<file path="src/rtl/serial_pkg.sv">
// Shared definitions for the parallel-to-serial front end: FSM state
// encoding and default parameter values used by bit_serializer.
package serial_pkg;

  typedef enum logic {
    IDLE  = 1'b0,
    SHIFT = 1'b1
  } state_t;

  localparam int   DEFAULT_WIDTH      = 8;
  localparam logic DEFAULT_IDLE_LEVEL = 1'b1;

endpackage

</file>
<file path="src/rtl/bit_counter.sv">
// Mod-WIDTH bit position counter. Clear has priority over enable; when
// enabled at the terminal count the counter wraps to zero, so it reads zero
// again once the last bit has been consumed.
module bit_counter #(
  parameter int WIDTH = 8
) (
  input  logic                     clk,
  input  logic                     reset,
  input  logic                     clear,
  input  logic                     enable,
  output logic [$clog2(WIDTH)-1:0] count,
  output logic                     terminal
);

  localparam int             CW   = $clog2(WIDTH);
  localparam logic [CW-1:0]  LAST = CW'(WIDTH - 1);

  assign terminal = (count == LAST);

  // Count register: clear, wrap at terminal, or increment.
  always_ff @(posedge clk or posedge reset) begin
    if (reset) begin
      count <= '0;
    end else if (clear) begin
      count <= '0;
    end else if (enable) begin
      if (terminal) count <= '0;
      else          count <= count + CW'(1);
    end
  end

endmodule

</file>
<file path="src/rtl/bit_serializer.sv">
// Parallel-to-serial front end for the sequence detector. A word is
// captured on load while idle, then one bit is presented per step strobe on
// a registered output. done pulses for one cycle after the last bit.
//
//   state | meaning
//   ------+---------------------------------------------------
//   IDLE  | no word in flight, sout at IDLE_LEVEL, ready=1
//   SHIFT | word in flight, sout carries bit bit_idx
module bit_serializer
  import serial_pkg::*;
#(
  parameter int   WIDTH      = DEFAULT_WIDTH,
  parameter bit   MSB_FIRST  = 1'b1,
  parameter logic IDLE_LEVEL = DEFAULT_IDLE_LEVEL
) (
  input  logic                     clk,
  input  logic                     reset,
  input  logic                     load,
  input  logic [WIDTH-1:0]         din,
  input  logic                     step,
  output logic                     sout,
  output logic                     sout_valid,
  output logic                     busy,
  output logic                     ready,
  output logic                     done,
  output logic [$clog2(WIDTH)-1:0] bit_idx
);

  state_t           state;
  state_t           state_next;
  logic [WIDTH-1:0] shreg;
  logic [WIDTH-1:0] shreg_shifted;
  logic             shifted_head;
  logic             din_head;
  logic             accept;
  logic             advance;
  logic             last_bit;

  // Load is only honoured while idle; step only matters while shifting, so
  // a step in the load cycle is naturally ignored.
  assign accept  = (state == IDLE) && load;
  assign advance = (state == SHIFT) && step;

  // The shift register keeps the bit currently on sout at its head, so the
  // next bit is the head of the shifted value.
  assign shreg_shifted = MSB_FIRST ? {shreg[WIDTH-2:0], 1'b0}
                                   : {1'b0, shreg[WIDTH-1:1]};
  assign shifted_head  = MSB_FIRST ? shreg_shifted[WIDTH-1] : shreg_shifted[0];
  assign din_head      = MSB_FIRST ? din[WIDTH-1] : din[0];

  bit_counter #(
    .WIDTH (WIDTH)
  ) u_bit_counter (
    .clk      (clk),
    .reset    (reset),
    .clear    (accept),
    .enable   (advance),
    .count    (bit_idx),
    .terminal (last_bit)
  );

  // State register.
  always_ff @(posedge clk or posedge reset) begin
    if (reset) state <= IDLE;
    else       state <= state_next;
  end

  // Next-state logic.
  always_comb begin
    state_next = state;
    case (state)
      IDLE:    if (load) state_next = SHIFT;
      SHIFT:   if (step && last_bit) state_next = IDLE;
      default: state_next = IDLE;
    endcase
  end

  // Status outputs decoded directly from state.
  always_comb begin
    busy  = 1'b0;
    ready = 1'b0;
    case (state)
      IDLE:    ready = 1'b1;
      SHIFT:   busy  = 1'b1;
      default: ready = 1'b1;
    endcase
  end

  // Shift register and registered serial outputs.
  always_ff @(posedge clk or posedge reset) begin
    if (reset) begin
      shreg      <= '0;
      sout       <= IDLE_LEVEL;
      sout_valid <= 1'b0;
      done       <= 1'b0;
    end else begin
      done <= 1'b0;
      if (accept) begin
        shreg      <= din;
        sout       <= din_head;
        sout_valid <= 1'b1;
      end else if (advance) begin
        if (last_bit) begin
          shreg      <= '0;
          sout       <= IDLE_LEVEL;
          sout_valid <= 1'b0;
          done       <= 1'b1;
        end else begin
          shreg <= shreg_shifted;
          sout  <= shifted_head;
        end
      end
    end
  end

endmodule

</file>
<file path="config.mk">
export PLATFORM = sky130hd
export DESIGN_NAME = bit_serializer
export DESIGN_NICKNAME = d
export VERILOG_FILES = /design/src/rtl/serial_pkg.sv /design/src/rtl/bit_counter.sv /design/src/rtl/bit_serializer.sv
export SDC_FILE = /design/constraint.sdc
export NUM_CORES = 1
export LEC_CHECK = 0
export CAP_MARGIN = 20
export CORE_ASPECT_RATIO = 1.5
export CORE_MARGIN = 3
export CORE_UTILIZATION = 40
export DETAILED_ROUTE_END_ITERATION = 7
export PLACE_DENSITY_LB_ADDON = 0.2
export SETUP_SLACK_MARGIN = 0.15
export SLEW_MARGIN = 40
export SYNTH_ARGS = -nofsm -noshare
export SYNTH_HDL_FRONTEND = slang
export SYNTH_SLANG_ARGS = --single-unit
export TNS_END_PERCENT = 20
</file>
<file path="constraint.sdc">
create_clock -name clk -period 1.4 [get_ports clk]
set_input_delay 0.42 -clock clk [delete_from_list [all_inputs] [get_ports clk]]
set_output_delay 0.42 -clock clk [all_outputs]
set_load 0.02 [all_outputs]
</file>
== Word-level counts from Yosys, hierarchy flattened ==
Index checks and enable logic that the tools add are counted.

* Muxes and demuxes: 20
* $add $sub $neg: 1
* Reduce and logical (&&, ||, !) cells: 6
* Equal/unequal tests: 1
* Bitwise logic cells: 1

{| class="wikitable"
|+ Operator list
! kind !! count
|-
| $mux 7 || 3
|-
| $mux 1 || 13
|-
| $mux 3 || 3
|-
| $reduce_bool 2->1 || 2
|-
| $add 3x1->3 const B || 1
|-
| $eq 3x3->1 const B || 1
|-
| $logic_and 1x1->1 || 3
|-
| $pmux 1 s2 || 1
|-
| $reduce_and 2->1 || 1
|-
| $not 1->1 || 1
|}

* Register bits: 14
* Bits of input ports: 12
* Output and inout bits: 8

== Logic depth before layout (Yosys ltp) ==
Gate-level depths: netlist of run 1.

* Word-level depth: 4
* Mapped depth: 4
* Gate-level depth less buffers: 4

== Hierarchy ==
A second synthesis of run 1 with hierarchy kept.

* Cells, all modules: 66
* Area total of the unflattened synthesis: 695.7 um2

{| class="wikitable"
|+ Modules (own cells, without submodules)
! module !! area an instance (um2) !! cells each !! seq. area each (um2) !! instances
|-
| bit_serializer || 540.5 || 53 || 276.5 || 1
|-
| bit_counter || 155.1 || 13 || 75.1 || 1
|}

== Least setup slack after synthesis of run 1 ==
No wires, ideal clock.

* Path type: reg2reg
* Start point: register u_bit_counter.count[0]
* End point: register u_bit_counter.count[0]
* Clock period less this slack: 1376 ps
* Setup time: 65 ps
* Arrival time: 1311 ps
* Path buffers: 0
* Required time: 1335 ps
* Setup slack: 24 ps
* Stages on the path, launching flop included: 5
* Cell sequence: dfrtp_1 ha_1 ha_1 nor4bb_1 o21a_1

* Longest elaborated chain between the ends: 4

{| class="wikitable"
|+ Ends and longest elaborated chain
! what !! RTL line !! source
|-
| start: declaration || bit_counter.sv:11 || <nowiki>output logic [$clog2(WIDTH)-1:0] count,</nowiki>
|-
| start signal: assignment || bit_counter.sv:28 || <nowiki>else count <= count + CW'(1);</nowiki>
|-
| $add 3x1->3 or $eq 3x3->1 (tied branches) || bit_counter.sv:28, bit_counter.sv:18 ||
|-
| $mux 3 (*) || bit_counter.sv:27 || <nowiki>if (terminal) count <= '0;</nowiki>
|-
| $mux 3 (*) || bit_counter.sv:26 || <nowiki>end else if (enable) begin</nowiki>
|-
| $mux 3 (*) || bit_counter.sv:24 || <nowiki>end else if (clear) begin</nowiki>
|}

Mark *: on every way between the ends. The rest lies on a longest branch, timed or not. The select of a mux whose other input is x is not followed.
A chain may end at the register's enable or synchronous reset.

== Worst setup path after layout of run 1 ==
* Start point: register sout
* End point: output port sout

{| class="wikitable"
|+ RTL lines
! what !! RTL line !! source
|-
| start: declaration || bit_serializer.sv:21 || <nowiki>output logic sout,</nowiki>
|-
| start signal: assignment || bit_serializer.sv:100 || <nowiki>sout <= din_head;</nowiki>
|-
| start signal: assignment || bit_serializer.sv:110 || <nowiki>sout <= shifted_head;</nowiki>
|}

No word-level cell between the ends.

==> impl_metrics.csv, run 1 <==
group,metric,value,unit
cts,clock_latency,270,ps
run_status,outcome,"finished, final reports clean",
timing,fin_tns_setup,0,ps
cells_and_area,final_cell_mix,"clkdlybuf4s50_1, dfrtp_1, buf_4",
die,die-width,42.6,µm
die,initial_core_util,42.8,%
flow_run,drv_cap,0,
global_routing,grt_use_met3,2.37,%
setup_path,cp_num_buf_inv,1,
synthesis,synth-seq-cells,14,
cts,cts_tree,"done",
setup_path,cp_max_fo,2,
global_routing,grt_start_max_net_pins,22,
placement,portBuffers,19,
setup_path,start_kind,"flop",
global_routing,grt_use_total,14.7,%
global_routing,grt_overflow_total,0,
synthesis,post_synth_num_cell_types,30,
setup_path,endpoint_kind,"output pin",
setup_path,crit_required,980,ps
cells_and_area,instances_no_fill,116,
routing,drt-total-wl,1.69,mm
timing,rsz0062_at_grt,"true",
timing,worst_pin_slew,318,ps
die,die_h,60.9,µm
timing,setup_violations,0,
timing,post-route-period-util,96.7,%
cts,clk_pin_slew,80,ps
pwr,p_leak,0.474,nW
setup_path,worst_path_max_delay_cell,"dfstp_2",
timing,hold_viol_final,0,
cells_and_area,finalInstanceArea,1090,µm²
die,die_area,2590,µm²
global_routing,grt_antenna_before_repair,0,
timing,finalMaxSlewViolations,0,
synthesis,yosysSeqAreaShare,43.8,%
setup_path,crit_chain,"buf_6",
cts,cts_buffer_depth,2,
global_routing,grt_use_met1,17.8,%
timing,relSlewSlack,78.8,%
synthesis,syn_inst,69,
pwr,ir_drop,0.978,mV
setup_path,cp.arrival,930,ps
cells_and_area,drive_above_1_share,42.1,%
synthesis,synth_area,803,µm²
cells_and_area,nNetsFinal,110,
synthesis,synth-edff-count,0,
setup_path,r2r_slack,120,ps
setup_path,worstRegToRegCells,4,
synthesis,synth-main-ff-cell,"dfrtp_1",
routing,first_iter_violations,10,
cells_and_area,fill_cells,171,
timing,fin_crit,1350,ps
cells_and_area,diodes,0,
pwr,finalPower,1.79,mW
timing,max_freq,738,MHz
setup_path,critical_path_class,"flop to output pin",
routing,firstDrtPassIters,4,
routing,drtAntennaViolNets,0,
synthesis,syn_nets,83,
setup_path,timing.rr.end,"u_bit_counter.count[0]$_DFFE_PP0P_",
cts,numClockSinks,14,
placement,dpl_cell_area,1050,µm²
routing,num_vias,641,
cts,htreeDepth,1,
placement,post-place-ws,-216,ps
cells_and_area,mostFrequentLayoutCell,"clkdlybuf4s50_1",
setup_path,cpLargestDelayFamily,"flip-flops",
placement,dp_hpwl,1.25,mm
global_routing,grt_first_pass_wirelength,2.89,mm
min_path,hold_path.class,"primary input to async pin",
routing,vias_per_cell,5.53,
global_routing,grt_pass1_vias,626,
routing,drc_errors,0,
synthesis,syn_area_per_cell,11.6,µm²
global_routing,busiest_layer,"met2",
die,rows,19,
cells_and_area,area_delta_synth_final,36.1,%
cts,cts_root_buffer,"clkbuf_4",
placement,globalplace.congestion,0.723,
routing,post_drt_wl_per_cell,14.6,µm
die,io_pins,20,
global_routing,met2_usage,25.5,%
timing,fin_worst_skew,1.72,ps
cts,numCtsBuffers,3,
placement,dp_cells,111,
setup_path,r2r-start,"u_bit_counter.count[0]$_DFFE_PP0P_",
timing,fin_ws,45.6,ps
setup_path,slowest_delay,550,ps
synthesis,yosys_warnings,0,
pwr,p_per_area,1640,nW/µm²
synthesis,ys_async_sr_fraction,100,%
die,core-area,1880,µm²
==> metal layers <==
layer	part of all wire [%]	wire, µm
met5	0	0
met4	1.7	29
met3	4.1	69
met2	54	912
met1	40	681
==> cells in the mapped netlist, types with 2 or more instances <==
library cell | n | area, µm²
a21bo_2 | 7 | 70.1
a31oi_1 | 6 | 37.5
buf_2 | 3 | 15.0
dfrtp_1 | 13 | 325
ha_1 | 2 | 25.0
inv_1 | 3 | 11.3
nand4b_1 | 6 | 52.6
nor2_1 | 2 | 7.51
nor3b_1 | 6 | 45.0
==> worst min-delay path, stage by stage <==
cell,delay [ps]
clkdlybuf4s50_1,390
inv_1,50
buf_4,210
==> cell families (layout without fill, tap and decap cells) <==
kind of cell	count (synthesis)	in the layout	share of synthesized area, %
AO/OA/AOI/OAI	21	21	21.5
buffers and inverters	10	36	8.10
AND/OR/NAND/NOR	21	21	22.3
adder cells (fa/ha/maj)	2	2	3.11
multiplexers	1	1	1.25
flip-flops	14	14	43.8
==> state kept, by name, indices dropped and copies added (netlist names) <==
signal               flops
done                     1
state                    1
shreg                    7
sout                     1
u_bit_counter.count      3
sout_valid               1
==> through the flow <==
stage / hold slack [ps] / utilization, %
detailed placement: 492 / 56.0
finish: 438 / 58.2
floorplan: 308 / -
global route: 480 / 58.2
global placement: 498 / 56.0
CTS: 443 / 57.8
==> area by class of cell <==
cell class / instances / area [µm²] / share of cell area (%)
well taps: 21 / 26.3 / 2.40
flip-flops and latches: 14 / 355 / 32.5
inverters: 3 / 11.3 / 1.03
clock buffers: 4 / 36.3 / 3.32
repair buffers: 29 / 256 / 23.5
multi-input cells: 45 / 408 / 37.3
==> report_power, final <==
part	switching (mW)	internal [mW]	leakage, nW
clock	0.127	0.158	0.0210
combinational	0.374	0.473	0.279
sequential	0.0887	0.568	0.173
total	0.590	1.20	0.474
==> how the worst max path moves through the flow <==
stage                     cells past startpoint                                  to  slack, ps                               start
after floorplan                               4  u_bit_counter.count[0]$_DFFE_PP0P_        120  u_bit_counter.count[0]$_DFFE_PP0P_
after global placement                        4                shreg[3]$_DFFE_PP0P_       -150                                load
after detailed placement                      4                shreg[3]$_DFFE_PP0P_       -220                                load
after CTS                                     1                                sout         40                    sout$_DFFE_PP1P_
after global routing                          1                                sout         20                    sout$_DFFE_PP1P_
final                                         1                                sout         50                    sout$_DFFE_PP1P_
==> timing repair <==
item | 4_1_cts | 5_1_grt
buffers inserted | 0 | 1
endpoints found under the setup margin | 17 | 20
hold buffers | 0 | 0
pin swaps | 0 | 2
gates resized for setup | 34 | 5
No activity file was read; power rests on OpenSTA's default activity.
==> inputs of run 2 (changes only) <==
CORE_ASPECT_RATIO = unset   (was 1.5)
SYNTH_HIERARCHICAL = 1   (was unset)
clock period = 1.5 ns   (was 1.4 ns; I/O delays follow)
==> run 2 against run 1 <==
Compared with the run above:
- clock skew up 2.9 ps
- largest cell class is now flip-flops and latches
- cell count shrank 3.4%
- non-clock buffer count down 1
- hold slack worse by 84 ps
- critical path type unchanged
- sequential power down 5.5%
- synthesized cell count down 4.3%
- total power is 7.2% lower
- sequential cell count unchanged
- largest power group unchanged
- critical endpoint is now busy
- count of clock-buffer cells in the layout is the same
- sequential share of layout area grew 2.7 points
- combinational power down 9.3%
==> impl_metrics.csv, run 2 <==
group,metric,value,unit
synthesis,synth_top_area_cell,"dfrtp_1",
cts,clock_latency,280,ps
pwr,p_per_area,1650,nW/µm²
global_routing,grt_use_met3,3.38,%
setup_path,critical_path_class,"flop to output pin",
placement,portBuffers,19,
setup_path,timing.rr.end,"u_bit_counter/count[0]$_DFFE_PP0P_",
die,die_area,2280,µm²
global_routing,grt_pass1_vias,574,
cells_and_area,drive_above_1_share,29.2,%
setup_path,worst_path_max_delay_cell,"dfrtp_1",
pwr,p_int,1.07,mW
routing,post_drt_wl_per_cell,12.2,µm
routing,vias_per_cell,5.05,
flow_run,drv_cap,0,
global_routing,met2_usage,24.3,%
pwr,p_switching,592,µW
die,core-area,1580,µm²
cells_and_area,reg_top3,"shreg x7, u_bit_counter/count x3",
pwr,p_leak,0.521,nW
synthesis,synth_top_area_share,46.8,%
global_routing,grt_first_pass_wirelength,2.42,mm
die,rows,14,
synthesis,synth_area,696,µm²
timing,finalMaxSlewViolations,0,
timing,setup_violations,0,
setup_path,crit_chain,"clkdlybuf4s15_1",
setup_path,r2r_slack,140,ps
routing,num_vias,566,
timing,hold_viol_final,0,
synthesis,synth.area.top_cells,"dfrtp_1, mux2i_1, nor2b_1",
global_routing,grt_antenna_before_repair,0,
setup_path,r2r-start,"u_bit_counter/count[0]$_DFFE_PP0P_",
cts,cts_buffer_depth,2,
pwr,clkPwrFrac,16.4,%
cts,numCtsBuffers,3,
die,io_pins,20,
cells_and_area,fill_cells,140,
die,initial_core_util,44.1,%
synthesis,synth-edff-count,0,
cells_and_area,nNetsFinal,111,
cells_and_area,largest_register_ffs,7,
synthesis,syn_nets,80,
synthesis,synth-main-ff-cell,"dfrtp_1",
synthesis,syn_inst,66,
setup_path,crit_path_start,"state$_DFF_PP0_",
setup_path,cpLargestDelayFamily,"flip-flops",
synthesis,synth_common_cells,"dfrtp_1, mux2i_1, nand2_1, nor2b_1, o21ai_1",
cts,cts_tree,"done",
placement,post-place-ws,-155,ps
pwr,finalPower,1.66,mW
setup_path,start_kind,"flop",
routing,drtAntennaViolNets,0,
synthesis,post_synth_num_cell_types,21,
routing,firstDrtPassIters,4,
routing,drt-total-wl,1.37,mm
global_routing,grt_start_max_net_pins,12,
synthesis,yosys_warnings,6,
global_routing,grt_use_total,15.5,%
synthesis,synth-seq-cells,14,
cts,htreeDepth,1,
timing,post-route-period-util,94.7,%
timing,max_freq,704,MHz
setup_path,crit_required,1050,ps
timing,rsz0062_at_grt,"true",
global_routing,grt_use_met1,20.0,%
pwr,power_frac_comb,46.2,%
setup_path,worstRegToRegCells,4,
setup_path,slowest_delay,400,ps
cells_and_area,instances_no_fill,112,
setup_path,endpoint_kind,"output pin",
placement,dp_cells,108,
timing,fin_crit,1420,ps
cells_and_area,area_delta_synth_final,44.8,%
run_status,outcome,"finished, final reports clean",
cells_and_area,diodes,0,
synthesis,yosys.cell_count.top_type,"dfrtp_1",
setup_path,cp.depth,1,
routing,first_iter_violations,8,
cts,clk_pin_slew,90,ps
synthesis,ys_async_sr_fraction,100,%
setup_path,cp_max_fo,3,
timing,worst_pin_slew,443,ps
synthesis,yosysSeqAreaShare,50.5,%
setup_path,cp.arrival,970,ps
pwr,seq_power_share,37.4,%
cells_and_area,final_cell_mix,"dfrtp_1, clkdlybuf4s50_1, mux2i_1, buf_4, nand2_1",
global_routing,busiest_layer,"met2",
pwr,ir_drop,1.10,mV
global_routing,grt_overflow_total,0,
cts,numClockSinks,14,
setup_path,crit_path_end,"busy",
setup_path,cp_num_buf_inv,1,
cells_and_area,post-route-util,63.9,%
die,die_h,47.7,µm
timing,relSlewSlack,70.4,%
placement,dp_hpwl,1.04,mm
cts,cts_root_buffer,"clkbuf_4",
min_path,hold_path.class,"primary input to async pin",
pwr,sw_frac_of_total,35.6,%
cells_and_area,top_register,"shreg",
cts,cts_hold_buf,0,
placement,globalplace.congestion,0.720,
synthesis,syn_area_per_cell,10.5,µm²
timing,fin_worst_skew,4.60,ps
die,die-width,47.7,µm
routing,drc_errors,0,
timing,fin_ws,80.2,ps
-- run 2: cell types whose count changed after synthesis, sizes merged, moves of 3 or more --
cell,before,now
mux2i,1,9
nor2b,0,6
nand2,0,7
nand4b,7,0
a31oi,6,0
o21ai,1,7
nor3b,6,0
a21bo,7,0
buf,5,2
nor2,2,5
-- run 2: metrics by stage --
step	area, µm²	TNS (ps)	hold slack (ps)
after floorplan	723	0	204
after global placement	991	-853	459
after detailed placement	991	-1040	466
after CTS	1010	0	347
after global routing	1010	0	356
final	1010	0	353
-- run 2: layer usage --
| layer | up-vias | part of all wire (%) |
|---|---|---|
| li1 | 279 | - |
| met5 | - | 0 |
| met1 | 269 | 52 |
| met3 | 2 | 5.0 |
| met4 | 0 | 1.3 |
| met2 | 16 | 42 |
-- run 2: cells by family after synthesis --
logic type	Yosys count	synth area share [%]
multiplexers	9	13.5
AO/OA/AOI/OAI	10	8.63
flip-flops	14	50.5
AND/OR/NAND/NOR	24	17.8
buffers and inverters	7	5.93
adder cells (fa/ha/maj)	2	3.60
-- run 2: area by class of cell --
type	instances	area [µm²]	share of cell area, %
Clock buffer	4	36.3	3.60
Sequential cell	14	354	35.2
Multi-Input combinational cell	45	328	32.5
Timing Repair Buffer	28	250	24.8
Inverter	5	18.8	1.86
Tap cell	16	20.0	1.99
-- run 2: what timing repair did --
item                       in CTS  in global routing
setup endpoints to repair       9                 13
setup buffers                   0                  0
gates resized for setup        21                  5
-- run 2: worst min path at each step --
stage / end / slack, ps / cells after the start
floorplan: u_bit_counter/count[2]$_DFFE_PP0P_ / 200 / 1
global placement: sout$_DFFE_PP1P_ / 460 / 2
detailed placement: shreg[2]$_DFFE_PP0P_ / 470 / 2
CTS: u_bit_counter/count[2]$_DFFE_PP0P_ / 350 / 2
global route: u_bit_counter/count[2]$_DFFE_PP0P_ / 360 / 2
finish: u_bit_counter/count[2]$_DFFE_PP0P_ / 350 / 2
-- run 2: power groups by stage --
stage / combinational, mW / sequential (mW) / clock [mW]
2_1_floorplan: 0.384 / 0.722 / 0
3_3_place_gp: 0.808 / 0.621 / 0
3_5_place_dp: 0.831 / 0.627 / 0
4_1_cts: 0.776 / 0.619 / 0.283
5_1_grt: 0.878 / 0.642 / 0.301
6_report: 0.768 / 0.621 / 0.273
==> inputs of run 3 (changes only) <==
SETUP_SLACK_MARGIN = unset   (was 0.15)
==> run 3 against run 2 <==
Compared with the run above:
- register-to-register slack lost 90 ps
- critical path type unchanged
- critical endpoint is now bit_idx[2]
- sequential cell count is the same
- highest routed layer unchanged
- largest power group unchanged
- cell count grew 0.89%
- total power shrank 4.9%
- first-iteration DRC count grew 38%
- maximum frequency shrank 2.3%
- non-clock buffer count grew 1
==> impl_metrics.csv, run 3 (synthesis results as in run 2) <==
group,metric,value,unit
run_status,outcome,"finished, final reports clean",
cells_and_area,seqCellArea,353,µm²
timing,setup_violations,0,
timing,fin_ws,46.6,ps
setup_path,worst_path_max_delay_cell,"dfrtp_1",
cts,numCtsBuffers,3,
min_path,hold_path.class,"primary input to async pin",
global_routing,grt_antenna_before_repair,0,
setup_path,r2r-start,"u_bit_counter/count[0]$_DFFE_PP0P_",
timing,post-route-period-util,96.9,%
die,core-area,1580,µm²
timing,fin_tns_setup,0,ps
pwr,p_per_area,1590,nW/µm²
setup_path,worstRegToRegCells,4,
global_routing,grt_overflow_total,0,
global_routing,grt_use_total,14.1,%
routing,drtAntennaViolNets,0,
timing,relSlewSlack,72.2,%
timing,fin_crit,1450,ps
placement,dpl_cell_area,972,µm²
setup_path,cp_max_fo,3,
timing,fin_worst_skew,0.351,ps
cts,clock_latency,270,ps
timing,max_freq,688,MHz
die,die_area,2280,µm²
setup_path,cp_num_buf_inv,1,
cts,clk_pin_slew,80,ps
setup_path,r2r_slack,50,ps
cts,cts_tree,"done",
cells_and_area,final_cell_mix,"dfrtp_1, clkdlybuf4s50_1, buf_4",
global_routing,grt_first_pass_wirelength,2.17,mm
cts,cts_buffer_depth,2,
timing,worst_pin_slew,417,ps
cells_and_area,largest_register_ffs,7,
cts,htreeDepth,1,
routing,post_drt_wl_per_cell,11.6,µm
cells_and_area,diodes,0,
die,die_h,47.7,µm
setup_path,start_kind,"flop",
die,initial_core_util,44.1,%
cells_and_area,drive_above_1_share,23.7,%
pwr,p_leak,0.529,nW
flow_run,drv_cap,0,
cells_and_area,post-route-util,62.9,%
timing,rsz0062_at_grt,"false",
setup_path,cpLargestDelayFamily,"flip-flops",
setup_path,timing.rr.end,"u_bit_counter/count[0]$_DFFE_PP0P_",
cts,numClockSinks,14,
setup_path,endpoint_kind,"output pin",
die,io_pins,20,
cells_and_area,area_delta_synth_final,42.6,%
timing,finalMaxSlewViolations,0,
die,rows,14,
setup_path,crit_chain,"dlygate4sd2_1",
placement,portBuffers,19,
routing,first_iter_violations,11,
setup_path,slowest_delay,400,ps
routing,firstDrtPassIters,4,
routing,drc_errors,0,
cells_and_area,fill_cells,144,
placement,post-place-ws,-157,ps
routing,num_vias,552,
setup_path,cp.arrival,1000,ps
placement,dp_hpwl,1.02,mm
die,die-width,47.7,µm
setup_path,critical_path_class,"flop to output pin",
placement,globalplace.congestion,0.731,
cells_and_area,finalInstanceArea,992,µm²
cts,cts_root_buffer,"clkbuf_4",
global_routing,grt_use_met3,2.26,%
global_routing,grt_pass1_vias,542,
cells_and_area,nNetsFinal,112,
global_routing,grt_use_met1,16.9,%
global_routing,met2_usage,23.7,%
global_routing,grt_start_max_net_pins,16,
cells_and_area,multi_input_area,303,µm²
cells_and_area,reg_top3,"shreg x7, u_bit_counter/count x3",
routing,drt-total-wl,1.31,mm
cells_and_area,mostFrequentLayoutCell,"dfrtp_1",
setup_path,crit_required,1050,ps
timing,holdWs,359,ps
timing,hold_viol_final,0,
cts,post_cts_buffers,0,
routing,vias_per_cell,4.88,
global_routing,busiest_layer,"met2",
pwr,ir_drop,0.908,mV
cells_and_area,top_register,"shreg",
[run 3: cell type report]
| type | count | area share (%) |
|---|---|---|
| flip-flops and latches | 14 | 35.6 |
| well taps | 16 | 2.02 |
| clock buffers | 4 | 3.66 |
| multi-input cells | 45 | 30.5 |
| inverters | 5 | 1.89 |
| repair buffers | 29 | 26.4 |
[run 3: timing repair]
item,in CTS,in global routing
gates resized for setup,12,3
pin swaps,0,0
setup endpoints to repair,8,3
hold buffers,0,0
[run 3: stage by stage]
stage | std cells | power (mW)
after floorplan | 66 | 1.05
after global placement | 109 | 1.36
after detailed placement | 109 | 1.39
after CTS | 113 | 1.61
after global routing | 113 | 1.72
final | 113 | 1.58
[run 3: power by group]
part           internal, mW  total, mW  leakage, nW  switching [mW]
combinational         0.350      0.711        0.332           0.360
clock                 0.147      0.267       0.0210           0.119
sequential            0.526      0.603        0.176          0.0767
total                  1.02       1.58        0.529           0.556
[run 3: routing by layer]
layer  vias up  routed length [µm]  share of wire (%)
met5         -                   0                  0
met4         0                   8               0.61
met3         2                  55                4.2
met2        12                 668                 51
met1       257                 581                 44
li1        281                   -                  -
[run 3: worst max-delay path by stage]
stage,depth (start not counted),endpoint,from
6_report,1,bit_idx[2],u_bit_counter/count[2]$_DFFE_PP0P_
2_1_floorplan,4,u_bit_counter/count[0]$_DFFE_PP0P_,u_bit_counter/count[1]$_DFFE_PP0P_
5_1_grt,1,bit_idx[1],u_bit_counter/count[1]$_DFFE_PP0P_
3_3_place_gp,4,u_bit_counter/count[0]$_DFFE_PP0P_,step
4_1_cts,1,bit_idx[0],u_bit_counter/count[0]$_DFFE_PP0P_
3_5_place_dp,6,sout$_DFFE_PP1P_,load
